**src/rtl/imm_gen_stage_pkg.sv**
```systemverilog
`default_nettype none
// ============================================================================
// Module  : imm_gen_stage_pkg
// Purpose : Shared definitions for the immediate-generation pipeline stage.
//           The format one-hot bit positions, the FSM state encoding, the
//           buffered entry layout and a one-hot test helper live here.
// Ports   : none (package)
// Rev     : 1.0  initial release
// ============================================================================
package imm_gen_stage_pkg;

   // Bit positions inside the one-hot format vector from the decoder
   localparam int FMT_R = 0;
   localparam int FMT_I = 1;
   localparam int FMT_S = 2;
   localparam int FMT_B = 3;
   localparam int FMT_U = 4;
   localparam int FMT_J = 5;
   localparam int FMT_W = 6;

   // Buffer occupancy states
   typedef enum logic [1:0] {
      ST_EMPTY = 2'd0,
      ST_ONE   = 2'd1,
      ST_TWO   = 2'd2
   } state_t;

   // One buffered entry; immediate and target are resolved before storage
   typedef struct packed {
      logic [31:0]       pc;
      logic [31:0]       imm;
      logic [31:0]       target;
      logic [FMT_W-1:0]  fmt;
      logic              illegal;
   } entry_t;

   // True when exactly one bit is set (zero is not one-hot)
   function automatic logic is_onehot6(input logic [FMT_W-1:0] f);
      return (f != '0) && ((f & (f - 6'd1)) == '0);
   endfunction

endpackage
`default_nettype wire

```
**src/rtl/imm_gen_stage_imm_decode.sv**
```systemverilog
`default_nettype none
// ============================================================================
// Module  : imm_decode
// Purpose : Combinational immediate extraction for RISC-V style formats.
// Ports   : inst    in  32  instruction word
//           fmt     in   6  one-hot format [0]R [1]I [2]S [3]B [4]U [5]J
//           imm     out 32  formatted immediate (0 for R or illegal format)
//           illegal out  1  fmt is not exactly one-hot
// Rev     : 1.0  initial release
// ============================================================================
module imm_decode
   import imm_gen_stage_pkg::*;
(
   input  logic [31:0]      inst,
   input  logic [FMT_W-1:0] fmt,
   output logic [31:0]      imm,
   output logic             illegal
);

   // The opcode field never contributes to an immediate
   logic unused_opcode;
   assign unused_opcode = ^inst[6:0];

   always_comb begin
      imm     = '0;
      illegal = !is_onehot6(fmt);
      // Only a clean one-hot format selects an immediate layout
      if (!illegal) begin
         if (fmt[FMT_I]) begin
            imm = {{20{inst[31]}}, inst[31:20]};
         end else if (fmt[FMT_S]) begin
            imm = {{20{inst[31]}}, inst[31:25], inst[11:7]};
         end else if (fmt[FMT_B]) begin
            imm = {{19{inst[31]}}, inst[31], inst[7], inst[30:25], inst[11:8], 1'b0};
         end else if (fmt[FMT_U]) begin
            imm = {inst[31:12], 12'b0};
         end else if (fmt[FMT_J]) begin
            imm = {{11{inst[31]}}, inst[31], inst[19:12], inst[20], inst[30:21], 1'b0};
         end else begin
            imm = '0;
         end
      end
   end

endmodule
`default_nettype wire

```
**src/rtl/imm_gen_stage.sv**
```systemverilog
`default_nettype none
// ============================================================================
// Module  : imm_gen_stage
// Purpose : Valid/ready pipeline stage that decodes the immediate of an
//           instruction, adds it to the pc to form a branch/jump target and
//           buffers the result in an output register plus optional skid
//           register so the stage sustains one transfer per cycle.
// Ports   : i_clk, i_rst            clock, synchronous active-high reset
//           i_valid/o_ready         upstream handshake
//           i_inst, i_pc, i_format  incoming instruction, address, format
//           i_flush                 drop everything held and incoming
//           o_valid/i_ready         downstream handshake
//           o_imm, o_target, o_pc, o_format, o_illegal  output entry
// Params  : SKID  1 = two-entry buffer, 0 = single entry
// Rev     : 1.0  initial release
// ============================================================================
module imm_gen_stage
   import imm_gen_stage_pkg::*;
#(
   parameter int SKID = 1
)(
   input  logic              i_clk,
   input  logic              i_rst,
   input  logic              i_valid,
   output logic              o_ready,
   input  logic [31:0]       i_inst,
   input  logic [31:0]       i_pc,
   input  logic [FMT_W-1:0]  i_format,
   input  logic              i_flush,
   output logic              o_valid,
   input  logic              i_ready,
   output logic [31:0]       o_imm,
   output logic [31:0]       o_target,
   output logic [31:0]       o_pc,
   output logic [FMT_W-1:0]  o_format,
   output logic              o_illegal
);

   state_t state;
   state_t next_state;
   entry_t in_entry;
   entry_t out_q;
   entry_t skid_q;
   logic   load_out;
   logic   load_skid;
   logic   move_skid;
   logic   accept;
   logic   deliver;
   logic   in_illegal;
   logic   [31:0] in_imm;

   // Immediate and target are resolved on the input side so the stored
   // entry is complete one cycle after acceptance.
   imm_decode u_imm_decode (
      .inst    (i_inst),
      .fmt     (i_format),
      .imm     (in_imm),
      .illegal (in_illegal)
   );

   always_comb begin
      in_entry.pc      = i_pc;
      in_entry.imm     = in_imm;
      in_entry.target  = i_pc + in_imm;
      in_entry.fmt     = i_format;
      in_entry.illegal = in_illegal;
   end

   // Ready is a pure decode of the state register
   generate
      if (SKID != 0) begin : g_skid
         assign o_ready = (state != ST_TWO);
      end else begin : g_single
         assign o_ready = (state == ST_EMPTY);
      end
   endgenerate

   assign o_valid = (state != ST_EMPTY);
   assign accept  = i_valid && o_ready;
   assign deliver = o_valid && i_ready;

   always_comb begin
      next_state = state;
      load_out   = 1'b0;
      load_skid  = 1'b0;
      move_skid  = 1'b0;
      case (state)
         ST_EMPTY: begin
            if (accept) begin
               next_state = ST_ONE;
               load_out   = 1'b1;
            end
         end
         ST_ONE: begin
            if (accept && deliver) begin
               load_out = 1'b1;
            end else if (accept && (SKID != 0)) begin
               next_state = ST_TWO;
               load_skid  = 1'b1;
            end else if (deliver) begin
               next_state = ST_EMPTY;
            end
         end
         ST_TWO: begin
            // The skid entry is older than anything upstream, so it
            // refills the output register before new input is taken.
            if (deliver) begin
               next_state = ST_ONE;
               move_skid  = 1'b1;
            end
         end
         default: begin
            next_state = ST_EMPTY;
         end
      endcase
      if (i_flush) begin
         next_state = ST_EMPTY;
         load_out   = 1'b0;
         load_skid  = 1'b0;
         move_skid  = 1'b0;
      end
   end

   always_ff @(posedge i_clk) begin
      if (i_rst) begin
         state  <= ST_EMPTY;
         out_q  <= '0;
         skid_q <= '0;
      end else begin
         state <= next_state;
         if (load_out) begin
            out_q <= in_entry;
         end else if (move_skid) begin
            out_q <= skid_q;
         end
         if (load_skid) begin
            skid_q <= in_entry;
         end
      end
   end

   assign o_imm     = out_q.imm;
   assign o_target  = out_q.target;
   assign o_pc      = out_q.pc;
   assign o_format  = out_q.fmt;
   assign o_illegal = out_q.illegal;

endmodule
`default_nettype wire

```
**config.mk**
```make
export PLATFORM = sky130hd
export DESIGN_NAME = imm_gen_stage
export DESIGN_NICKNAME = d
export VERILOG_FILES = /design/src/rtl/imm_gen_stage_pkg.sv /design/src/rtl/imm_gen_stage_imm_decode.sv /design/src/rtl/imm_gen_stage.sv
export SDC_FILE = /design/constraint.sdc
export NUM_CORES = 1
export LEC_CHECK = 0
export ABC_AREA = 1
export CORE_ASPECT_RATIO = 0.75
export CORE_MARGIN = 5
export CORE_UTILIZATION = 59
export CTS_CLUSTER_DIAMETER = 150
export CTS_CLUSTER_SIZE = 10
export DETAILED_ROUTE_END_ITERATION = 12
export PLACE_DENSITY = 0.9
export SLEW_MARGIN = 20
export SYNTH_ARGS = -nofsm -noshare
export SYNTH_HDL_FRONTEND = slang
export SYNTH_SLANG_ARGS = --single-unit
```
**constraint.sdc**
```tcl
create_clock -name i_clk -period 4.5 [get_ports i_clk]
set_clock_uncertainty 0.15 [all_clocks]
set_input_delay 0.45 -clock i_clk [delete_from_list [all_inputs] [get_ports i_clk]]
set_output_delay 0.45 -clock i_clk [all_outputs]
set_load 0.03 [all_outputs]
```
== After elaboration in Yosys (flattened, before gate mapping) ==
Cells that the tools add are included.

* Bits in registers: 208
* Output and inout bits: 105
* Word-level logic and storage cells: 57

* Add/subtract/negate cells: 2
* Equality and inequality tests: 7
* Mux-type cells: 24
* Bitwise gates (word level): 1
* Reductions and logical operators: 12

{| class="wikitable"
|+ Operators with widths
! kind !! count
|-
| $mux W103 || 2
|-
| $mux W32 || 6
|-
| $add A32 B32 Y32 || 1
|-
| $mux W2 || 5
|-
| $mux W1 || 9
|-
| $ne A2 B2 Y1 const B || 4
|-
| $and A6 B6 Y6 || 1
|-
| $logic_not A6 Y1 || 1
|-
| $pmux W2 S3 || 1
|-
| $reduce_bool A6 Y1 || 1
|-
| $sub A6 B1 Y6 const B || 1
|-
| $logic_and A1 B1 Y1 || 4
|-
| $reduce_and A4 Y1 || 1
|-
| $reduce_bool A2 Y1 || 2
|-
| $ne A3 B3 Y1 const B || 1
|-
| $eq A2 B1 Y1 const B || 1
|-
| $eq A2 B2 Y1 const B || 1
|-
| $logic_not A2 Y1 || 1
|-
| $pmux W1 S2 || 1
|-
| $reduce_or A2 Y1 || 1
|-
| $logic_not A1 Y1 || 1
|}

== Longest topological paths before layout ==
Gate-level depths: netlist of run 1.

* Depth after elaboration: 8
* Gate-level depth with buffers: 24
* Gate-level depth less buffers: 23

== By module ==
A second synthesis of run 1 with hierarchy kept.

* Cells, all modules: 1,727
* Area, all modules: 11,318.4 um^2

{| class="wikitable"
|+ By module, submodules not included
! module !! times used !! cells each !! area an instance (um^2) !! sequential area each (um^2)
|-
| imm_gen_stage || 1 || 1,554 || 10,491.3 || 4,164.0
|-
| imm_decode || 1 || 173 || 827.0 || 0.0
|}

== Worst setup path before layout of run 1 ==
Ideal clock, no wire load.

* Kind: input to register
* From: in i_format[1]
* To: reg skid_q[37] (netlist name)
* Library setup time: 0.109 ns
* Arrival: 2.722 ns
* Required time: 4.241 ns
* Path slack: 1.519 ns
* Stages on the path: 22
* Buffers on the path: 0
* Cells stage by stage: nor2_2 > nand2_2 > nand2_1 > nand3_2 > nor2_4 > nand2_2 > nor2_1 > ha_1 > inv_1 > fa_1 > inv_1 > nand3_1 > nand2_1 > nand2_1 > nand2_1 > nand3_1 > nand2_1 > nand2_1 > nand3_1 > nand3_1 > nand2_1 > inv_1

{| class="wikitable"
|+ RTL lines
! what !! RTL line !! source
|-
| from (decl) || imm_gen_stage.sv:28 || <nowiki>input logic [FMT_W-1:0] i_format,</nowiki>
|-
| to (signal assigned) || imm_gen_stage.sv:137 || <nowiki>skid_q <= in_entry;</nowiki>
|-
| to (decl) || imm_gen_stage.sv:43 || <nowiki>entry_t skid_q;</nowiki>
|}

==> run_results.csv, run 1 <==
group,metric,value,unit
hold_path,hold_depth,2,
power_and_ir_drop,p_leak,5.98,nW
cts,post_cts_resized,0,
finish,synthToLayoutAreaGrowth,21.4,%
synth,synthDistinctLibCells,44,
grt,globalRouteTotalUtil,30.8,%
finish,stdcell_area,13600,µm²
power_and_ir_drop,power.total,4.30,mW
power_and_ir_drop,powerDensity,317,nW/µm²
timing,finalCritPeriodShare,82.3,%
critical_path,worst_ep_arrival_time,3960,ps
run,drv_cap,0,
cts,cts_sinks,208,
critical_path,path_max_fanout,5,
finish,fillerInstances,1503,
hold_path,min-delay-path-class,"primary input to flip-flop",
synth,syn_area,11200,µm²
timing,rsz0062_at_grt,"no",
critical_path,cp_slowest_stage_delay,490,ps
cts,cts_tree,"done",
hold_path,min_to,"o_pc[5]",
cts,h-tree-depth,1,
synth,yosys_register_bits,208,
floorplan,die_area,21800,µm²
finish,seqCellArea,4160,µm²
placed_design,portBuffers,172,
finish,num_antenna_cells,0,
synth,synth-async-reset-ratio,0,%
grt,grt_overflow,0,
timing,worstMarginPinSlew,1100,ps
grt,grt_max_degree,88,
critical_path,worstSetupPathType,"primary input to flip-flop",
cts,hold_buffers,0,
routing,drt_iter0_drc,1215,
placed_design,postPlaceCellArea,12900,µm²
cts,path_clk_slew,50,ps
floorplan,std_cell_rows,43,
critical_path,crit_chain,"clkdlybuf4s50_1 -> nor2_2 -> nand2_2 -> nand2_1 -> nand3_2 -> nor2_4 -> nand2_2 -> nor2_1 -> ha_1 -> inv_1 -> fa_1 -> inv_1 -> nand3_1 -> nand2_1 -> nand2_1 -> nand2_1 -> nand3_1 -> nand2_1 -> nand2_1 -> nand3_1 -> nand3_1 -> nand2_1 -> inv_1",
critical_path,path_common_cell,"nand2_1",
cts,clock_path_buffers,3,
grt,grt_pass1_wl,55.1,mm
cts,clk_latency,510,ps
run_status,status,"finished clean",
placed_design,gp_congestion,0.923,
timing,fmax,0.270,GHz
hold_path,holdCritStartpoint,"i_rst",
routing,drc,0,
routing,ant_nets,0,
routing,wirelength,35.2,mm
synth,postSynthCellCount,1655,
finish,fin_nets,1886,
finish,drive_above_1_share,5.68,%
synth,synth-seq-area-share,37.2,%
grt,grt_pass1_vias,10700,
timing,drv_slew,0,
synth,synth_ff_type,"dfxtp_1",
timing,relSlewSlack,26.8,%
routing,num_vias,11600,
synth,synth.avg_cell_area,6.76,µm²
routing,vias_per_cell,5.75,
synth,syn-num-nets,1762,
timing,hold_viol_final,0,
timing,fin_setup_tns,0,ps
floorplan,die_h,129,µm
critical_path,cp_slowest_cell,"clkdlybuf4s50_1",
cts,cts_root_buf,"clkbuf_16",
routing,wl_per_cell,17.4,µm
floorplan,core-area,18600,µm²
critical_path,worstRegToRegCells,9,
critical_path,worst_setup_path_start_kind,"primary input",
floorplan,die_x,169,µm
critical_path,timing.rr.end,"o_imm[31]",
cts,postCtsSetupBuffers,0,
timing,finalCriticalPeriod,3700,ps
critical_path,cp_num_buf_inv,4,
timing,holdWs,261,ps
grt,antenna_found_initial,0,
floorplan,ios,180,
timing,finalSetupViolations,0,
critical_path,rrSetupSlack,1750,ps
placed_design,hpwl,24.5,mm
critical_path,worstSetupEndpointType,"flip-flop",
synth,synth_edf_count,0,
floorplan,start_util,60.2,%
power_and_ir_drop,irDropWorstVdd,0.263,mV
critical_path,cp.required,4750,ps
critical_path,reg2reg_from,"state[0]",
routing,dr.pass1.iters,5,
critical_path,crit_family,"simple AND/OR/NAND/NOR gates",
cts,cts-buffers-inserted,24,
synth,yosysWarnings,0,
finish,multi_input_area,5800,µm²
area by class of cell:
cell class / count / area share, %
well taps: 247 / 2.28
clock buffers: 26 / 4.71
inverters: 222 / 6.16
repair buffers: 187 / 13.5
flip-flops and latches: 208 / 30.7
multi-input cells: 1136 / 42.7
metal layers:
| metal | GRT usage [%] | wire, µm | vias up | share of wire, % |
|---|---|---|---|---|
| met5 | 0 | 0 | - | 0 |
| met4 | 9.09 | 936 | 0 | 2.7 |
| met3 | 4.91 | 3050 | 77 | 8.7 |
| met2 | 50.8 | 16200 | 570 | 46 |
| met1 | 42.1 | 15000 | 5370 | 43 |
| li1 | - | - | 5623 | - |
Yosys cell counts, types with 2 or more instances:
cell / number / share of area, %
nand2_1: 425 / 14
dfxtp_1: 208 / 37
inv_1: 208 / 7.0
a21oi_1: 154 / 6.9
nor2_1: 140 / 4.7
nand3_1: 119 / 5.3
o21ai_0: 103 / 4.6
clkbuf_1: 53 / 1.8
a22oi_1: 32 / 2.1
ha_1: 31 / 3.5
buf_2: 24 / 1.1
a31oi_1: 22 / 1.2
o211ai_1: 19 / 1.3
a21oi_4: 18 / 2.6
inv_2: 13 / 0.44
or2_2: 9 / 0.50
xor2_1: 8 / 0.63
a221oi_1: 7 / 0.55
buf_1: 7 / 0.23
nand4_1: 7 / 0.39
o21bai_1: 6 / 0.40
nor3_1: 5 / 0.22
a211oi_1: 3 / 0.20
a211oi_2: 3 / 0.34
a21oi_2: 3 / 0.23
buf_6: 3 / 0.30
nor2_4: 3 / 0.30
a21o_1: 2 / 0.13
buf_4: 2 / 0.13
nand2_2: 2 / 0.11
nor2_2: 2 / 0.11
xnor2_1: 2 / 0.16
sequential cells by signal (all words and copies together), names as in the netlist:
signal,count
skid_q,103
state,2
o_pc,32
o_imm,32
o_format,6
o_illegal,1
o_target,32
power by group:
part	internal (mW)	total, mW	switching, mW
clock	0.986	1.69	0.702
combinational	0.248	0.681	0.433
sequential	1.90	1.93	0.0355
per-stage QoR:
stage	std cells	utilization [%]	setup WS, ps
after detailed placement	2000	69.7	344
after CTS	2026	73.2	853
after global routing	2026	73.2	501
after floorplan	1655	-	1520
after global placement	2000	69.7	419
final	2026	73.2	796
worst max path at each step:
| stage | from | to | slack, ps | cells past startpoint |
|---|---|---|---|---|
| after global placement | i_format[1] | o_target[30] | 420 | 23 |
| after floorplan | i_format[1] | skid_q[37] | 1520 | 22 |
| final | i_format[1] | o_target[30] | 800 | 23 |
| after detailed placement | i_format[2] | o_target[30] | 340 | 23 |
| after CTS | i_format[1] | o_target[30] | 850 | 23 |
| after global routing | i_format[1] | o_target[30] | 500 | 23 |
cell families after synthesis:
family | share of synthesized area, %
AND/OR/NAND/NOR | 26.3
AO/OA/AOI/OAI | 21.0
buffers and inverters | 11.0
flip-flops | 37.2
adder cells (fa/ha/maj) | 3.65
XOR/XNOR | 0.783
multiplexers | 0.0895
layout by cell type (no fill, tap or decap), types with 2 or more instances in the layout:
| master | synthesis | layout |
|---|---|---|
| inv_2 | 13 | 13 |
| dfxtp_1 | 208 | 208 |
| nand4_1 | 7 | 7 |
| a21o_1 | 2 | 2 |
| xnor2_1 | 2 | 2 |
| buf_4 | 2 | 16 |
| o21ai_0 | 103 | 103 |
| xor2_1 | 8 | 8 |
| a21oi_1 | 154 | 154 |
| a21oi_2 | 3 | 3 |
| o21bai_1 | 6 | 6 |
| o211ai_1 | 19 | 19 |
| inv_1 | 208 | 207 |
| a22oi_1 | 32 | 32 |
| or2_2 | 9 | 9 |
| a211oi_2 | 3 | 3 |
| clkdlybuf4s50_1 | 0 | 171 |
| nand3_1 | 119 | 119 |
| ha_1 | 31 | 31 |
| clkbuf_16 | 0 | 25 |
| nor3_1 | 5 | 5 |
| a211oi_1 | 3 | 3 |
| nor2_4 | 3 | 4 |
| nand2_1 | 425 | 423 |
| a221oi_1 | 7 | 7 |
| a21oi_4 | 18 | 18 |
| a31oi_1 | 22 | 22 |
| nor2_1 | 140 | 140 |
| nand2_2 | 2 | 4 |
Power figures use the tool's default switching activity.
==> run 2, diff against run 1 <==
--- a/config.mk
+++ b/config.mk
@@ -8,11 +8,11 @@
 export ABC_AREA = 1
 export CORE_ASPECT_RATIO = 0.75
 export CORE_MARGIN = 5
-export CORE_UTILIZATION = 59
+export CORE_UTILIZATION = 54
 export CTS_CLUSTER_DIAMETER = 150
 export CTS_CLUSTER_SIZE = 10
 export DETAILED_ROUTE_END_ITERATION = 12
-export PLACE_DENSITY = 0.9
+export PLACE_DENSITY = 0.83
 export SLEW_MARGIN = 20
 export SYNTH_ARGS = -nofsm -noshare
 export SYNTH_HDL_FRONTEND = slang
==> constraint.sdc (replaced) <==
create_clock -name i_clk -period 3.5 [get_ports i_clk]
set_clock_uncertainty 0.15 [all_clocks]
set_input_delay 0.35 -clock i_clk [delete_from_list [all_inputs] [get_ports i_clk]]
set_output_delay 0.35 -clock i_clk [all_outputs]
set_load 0.03 [all_outputs]
==> run_results.csv, run 2 (synthesis results as in run 1) <==
group,metric,value,unit
cts,postCtsSetupBuffers,0,
run_status,status,"finished clean",
finish,drive_above_1_share,11.9,%
critical_path,path_max_fanout,12,
critical_path,timing.rr.end,"o_pc[0]",
timing,finalCritPeriodShare,91.9,%
cts,clk_latency,520,ps
critical_path,cp_num_buf_inv,4,
critical_path,startpoint,"i_format[1]",
floorplan,start_util,55.0,%
routing,dr.pass1.iters,5,
power_and_ir_drop,p_leak,6.58,nW
routing,wl_per_cell,16.5,µm
critical_path,worstSetupEndpointType,"flip-flop",
critical_path,worstRegToRegCells,8,
grt,globalRouteTotalUtil,29.3,%
hold_path,min-delay-path-class,"primary input to flip-flop",
timing,fmax,0.311,GHz
critical_path,worst_setup_path_start_kind,"primary input",
floorplan,ios,180,
cts,post_cts_resized,0,
floorplan,core-area,20300,µm²
power_and_ir_drop,power.total,5.65,mW
cts,path_clk_slew,50,ps
placed_design,portBuffers,172,
critical_path,worstSetupPathType,"primary input to flip-flop",
finish,largest_reg_flops,103,
finish,final_core_util,71.9,%
critical_path,worst_ep_arrival_time,3460,ps
routing,drc,0,
power_and_ir_drop,powerDensity,386,nW/µm²
finish,stdcell_area,14600,µm²
cts,cts_sinks,208,
hold_path,hold_depth,2,
critical_path,reg2reg_from,"state[1]",
critical_path,path_depth,17,
floorplan,std_cell_rows,45,
timing,fin_setup_tns,0,ps
finish,final_common_cell,"nand2_1",
cts,cts_root_buf,"clkbuf_16",
timing,finalSetupViolations,0,
critical_path,rrSetupSlack,1150,ps
grt,grt_pass1_vias,11100,
timing,finalCriticalPeriod,3220,ps
timing,worstMarginPinSlew,1060,ps
placed_design,postPlaceCellArea,13900,µm²
placed_design,hpwl,25.5,mm
routing,wirelength,36.0,mm
cts,hold_buffers,0,
cts,h-tree-depth,1,
routing,vias_per_cell,5.49,
routing,drt_iter0_drc,1276,
finish,synthToLayoutAreaGrowth,30.7,%
routing,num_vias,12000,
timing,relSlewSlack,29.5,%
floorplan,die_x,176,µm
floorplan,die_h,135,µm
grt,grt_overflow,0,
routing,ant_nets,0,
critical_path,crit_family,"simple AND/OR/NAND/NOR gates",
power_and_ir_drop,irDropWorstVdd,0.298,mV
cts,cts-buffers-inserted,24,
floorplan,die_area,23700,µm²
grt,antenna_found_initial,0,
timing,drv_slew,0,
grt,grt_pass1_wl,57.3,mm
run,drv_cap,0,
finish,fillerInstances,1683,
grt,grt_max_degree,88,
finish,num_antenna_cells,0,
cts,cts_tree,"done",
finish,top_register,"skid_q",
critical_path,cp.required,3750,ps
timing,hold_viol_final,0,
finish,fin_nets,2005,
placed_design,gp_congestion,0.976,
critical_path,cp_slowest_cell,"clkdlybuf4s50_1",
critical_path,cp_slowest_stage_delay,510,ps
cts,clock_path_buffers,3,
finish,layout_common_cells,"nand2_1 (422), dfxtp_1 (208), inv_1 (207), clkdlybuf4s50_1 (171), a21oi_1 (151)",
critical_path,crit_end,"skid_q[15]",
critical_path,crit_chain,"clkdlybuf4s50_1 -> nor2_2 -> nand2_2 -> nand2_1 -> nand3_2 -> nor2_4 -> nand2_2 -> inv_2 -> nand3_1 -> inv_1 -> ha_1 -> a21oi_1 -> or2_2 -> nand3_1 -> xor2_1 -> o21ai_0 -> inv_1",
run 2: cell count changes in the layout (fill, tap and decap cells not counted):
cell	previous run	this run
buf_4	16	130
buf_12	0	5
a21oi_1	154	151
a21oi_2	3	6
ha_1	31	30
ha_4	0	1
nand2_1	423	422
nand2_2	4	5
nor2_1	140	139
nor2_4	4	5
run 2: power breakdown:
part | leakage (nW) | internal, mW | switching [mW]
logic | 4.58 | 0.395 | 0.574
clock network | 0.315 | 1.27 | 0.925
registers | 1.69 | 2.44 | 0.0441
total | 6.58 | 4.10 | 1.54
run 2: cell type report:
cell class	count	area, µm²	share of cell area (%)
clock buffers	26	639	4.38
inverters	222	837	5.73
multi-input cells	1136	5830	39.9
flip-flops and latches	208	4160	28.5
well taps	282	353	2.41
repair buffers	306	2790	19.1
run 2: layer usage:
| metal | vias up | GRT usage (%) | wire length [µm] |
|---|---|---|---|
| li1 | 5847 | - | - |
| met4 | 0 | 9.44 | 1170 |
| met5 | - | 0 | 0 |
| met1 | 5515 | 40.6 | 15600 |
| met2 | 515 | 46.5 | 16100 |
| met3 | 86 | 5.15 | 3120 |
run 2: stage by stage:
step / hold slack (ps) / worst slack, ps / instances
3_5_place_dp: 293 / -280 / 2153
6_report: 139 / 285 / 2180
5_1_grt: 141 / -2.96 / 2180
3_3_place_gp: 282 / -198 / 2153
2_1_floorplan: 275 / 619 / 1655
4_1_cts: 113 / 236 / 2179
run 2: worst min-delay path by stage:
stage	start	endpoint	slack (ps)
2_1_floorplan	state[0]	state[1]	280
3_3_place_gp	state[0]	state[1]	280
3_5_place_dp	state[0]	state[1]	290
4_1_cts	i_rst	o_pc[31]	110
5_1_grt	i_rst	o_pc[31]	140
6_report	i_rst	o_format[3]	140
==> run 3, diff against run 2 <==
--- a/config.mk
+++ b/config.mk
@@ -13,6 +13,7 @@
 export CTS_CLUSTER_SIZE = 10
 export DETAILED_ROUTE_END_ITERATION = 12
 export PLACE_DENSITY = 0.83
+export SETUP_SLACK_MARGIN = 0.4
 export SLEW_MARGIN = 20
 export SYNTH_ARGS = -nofsm -noshare
 export SYNTH_HDL_FRONTEND = slang
==> run_results.csv, run 3 (synthesis results as in run 1) <==
group,metric,value,unit
cts,h-tree-depth,1,
power_and_ir_drop,clockPowerShare,38.6,%
floorplan,die_h,135,µm
cts,clk_latency,520,ps
placed_design,postPlaceCellArea,13900,µm²
timing,relSlewSlack,29.2,%
critical_path,reg2reg_from,"state[1]",
floorplan,std_cell_rows,45,
critical_path,worstSetupPathType,"primary input to flip-flop",
placed_design,placed_cells,2153,
floorplan,die_area,23700,µm²
cts,cts_tree,"done",
cts,cts_root_buf,"clkbuf_16",
power_and_ir_drop,p_leak,6.65,nW
power_and_ir_drop,power_frac_comb,17.6,%
hold_path,holdCritStartpoint,"i_rst",
power_and_ir_drop,irDropWorstVdd,0.296,mV
timing,finalSetupViolations,0,
finish,fin_nets,2009,
power_and_ir_drop,powerDensity,380,nW/µm²
routing,drt_iter0_drc,1141,
floorplan,start_util,55.0,%
timing,finalCritPeriodShare,83.1,%
timing,fmax,0.344,GHz
power_and_ir_drop,swShare,27.5,%
finish,final_cells,2184,
critical_path,worst_ep_arrival_time,3170,ps
finish,top_register,"skid_q",
critical_path,startpoint,"i_format[1]",
run,drv_cap,0,
finish,final_common_cell,"nand2_1",
finish,fillerInstances,1637,
finish,stdcell_area,14900,µm²
routing,ant_nets,0,
finish,layout_common_cells,"nand2_1 (408), dfxtp_1 (208), inv_1 (206), clkdlybuf4s50_1 (165), a21oi_1 (138)",
routing,wl_per_cell,16.7,µm
finish,drive_above_1_share,15.0,%
floorplan,core-area,20300,µm²
finish,synthToLayoutAreaGrowth,33.6,%
routing,drc,0,
grt,grt_pass1_vias,11200,
grt,grt_max_degree,88,
power_and_ir_drop,p_sw,1.56,mW
routing,vias_per_cell,5.47,
cts,path_clk_slew,50,ps
grt,grt_overflow,0,
floorplan,die_x,176,µm
placed_design,gp_congestion,0.976,
routing,num_vias,11900,
hold_path,min-delay-path-class,"primary input to flip-flop",
timing,finalCriticalPeriod,2910,ps
cts,cts_sinks,208,
timing,drv_slew,0,
floorplan,ios,180,
finish,multi_input_area,6110,µm²
power_and_ir_drop,sequentialPowerShare,43.8,%
cts,cts-buffers-inserted,24,
timing,hold_viol_final,0,
grt,globalRouteTotalUtil,29.3,%
finish,largest_reg_flops,103,
finish,num_antenna_cells,0,
routing,wirelength,36.5,mm
placed_design,portBuffers,172,
critical_path,worstSetupEndpointType,"flip-flop",
grt,grt_pass1_wl,57.4,mm
timing,rsz0062_at_grt,"no",
routing,dr.pass1.iters,5,
critical_path,cp.required,3760,ps
critical_path,worst_setup_path_start_kind,"primary input",
power_and_ir_drop,power.total,5.68,mW
placed_design,hpwl,25.5,mm
timing,worstMarginPinSlew,1060,ps
finish,seqCellArea,4160,µm²
power_and_ir_drop,intPower,4.12,mW
cts,clock_path_buffers,3,
run_status,status,"finished clean",
critical_path,path_max_fanout,10,
grt,antenna_found_initial,0,
==> run 3: worst max-delay path, cell delays in order <==
cell and delay (ps):
dlygate4sd2_1 300, nor2_2 160, nand2_2 60, nand2_1 70, nand3_2 80, nor2_4 140
nand2_4 100, buf_6 170, buf_12 170, a21oi_4 170, ha_1 320, a21oi_2 180
o21ai_0 120, inv_1 70, nand2_1 80, a21oi_1 210, nand2_1 80, nand2_1 80
nand3_1 80, nand2_1 110, inv_1 40
==> run 3: area by class of cell <==
class | instances | share of cell area, %
clock buffers | 26 | 4.28
well taps | 282 | 2.36
repair buffers | 310 | 19.0
multi-input cells | 1136 | 40.9
flip-flops and latches | 208 | 27.9
inverters | 222 | 5.64
==> run 3: timing repair <==
action	in CTS	in global routing
hold buffers	0	0
resized for setup	12	66
hold endpoints to repair	0	0
gates cloned	0	0
endpoints found under the setup margin	38	52
pin swaps	3	9
buffers inserted	0	4
==> run 3: final timing paths <==
check / to / slack, ps / depth (start not counted)
hold / removal: o_format[3] / 140 / 2
setup / recovery: o_target[28] / 590 / 21
hold reg to reg: state[1] / 300 / 1
setup reg to reg: o_pc[0] / 1140 / 8
==> run 3: power by group through the flow <==
stage                     sequential [mW]  clock (mW)  combinational (mW)
after floorplan                      2.64           0               0.419
after global placement               2.53           0               0.934
after detailed placement             2.53           0               0.949
after CTS                            2.48        2.22               0.961
after global routing                 2.49        2.30                1.08
final                                2.49        2.19                1.00
==> run 3: layer usage <==
layer  vias to the layer above  GRT usage (%)  wire [µm]  part of all wire (%)
met3                        73           5.15       3000                   8.2
met1                      5543           40.5      16000                    44
met5                         -              0          0                     0
met4                         0           9.39       1050                   2.9
li1                       5851              -          -                     -
met2                       476           46.9      16500                    45
==> run 3: through the flow <==
| step | hold WS, ps | setup WS [ps] | utilization, % | TNS (ps) |
|---|---|---|---|---|
| final | 139 | 592 | 73.5 | 0 |
| after global routing | 141 | 379 | 73.5 | 0 |
| after CTS | 113 | 387 | 71.9 | 0 |
| after detailed placement | 293 | -280 | 68.5 | -8220 |
| after global placement | 282 | -198 | 68.5 | -4220 |
| after floorplan | 275 | 619 | - | 0 |
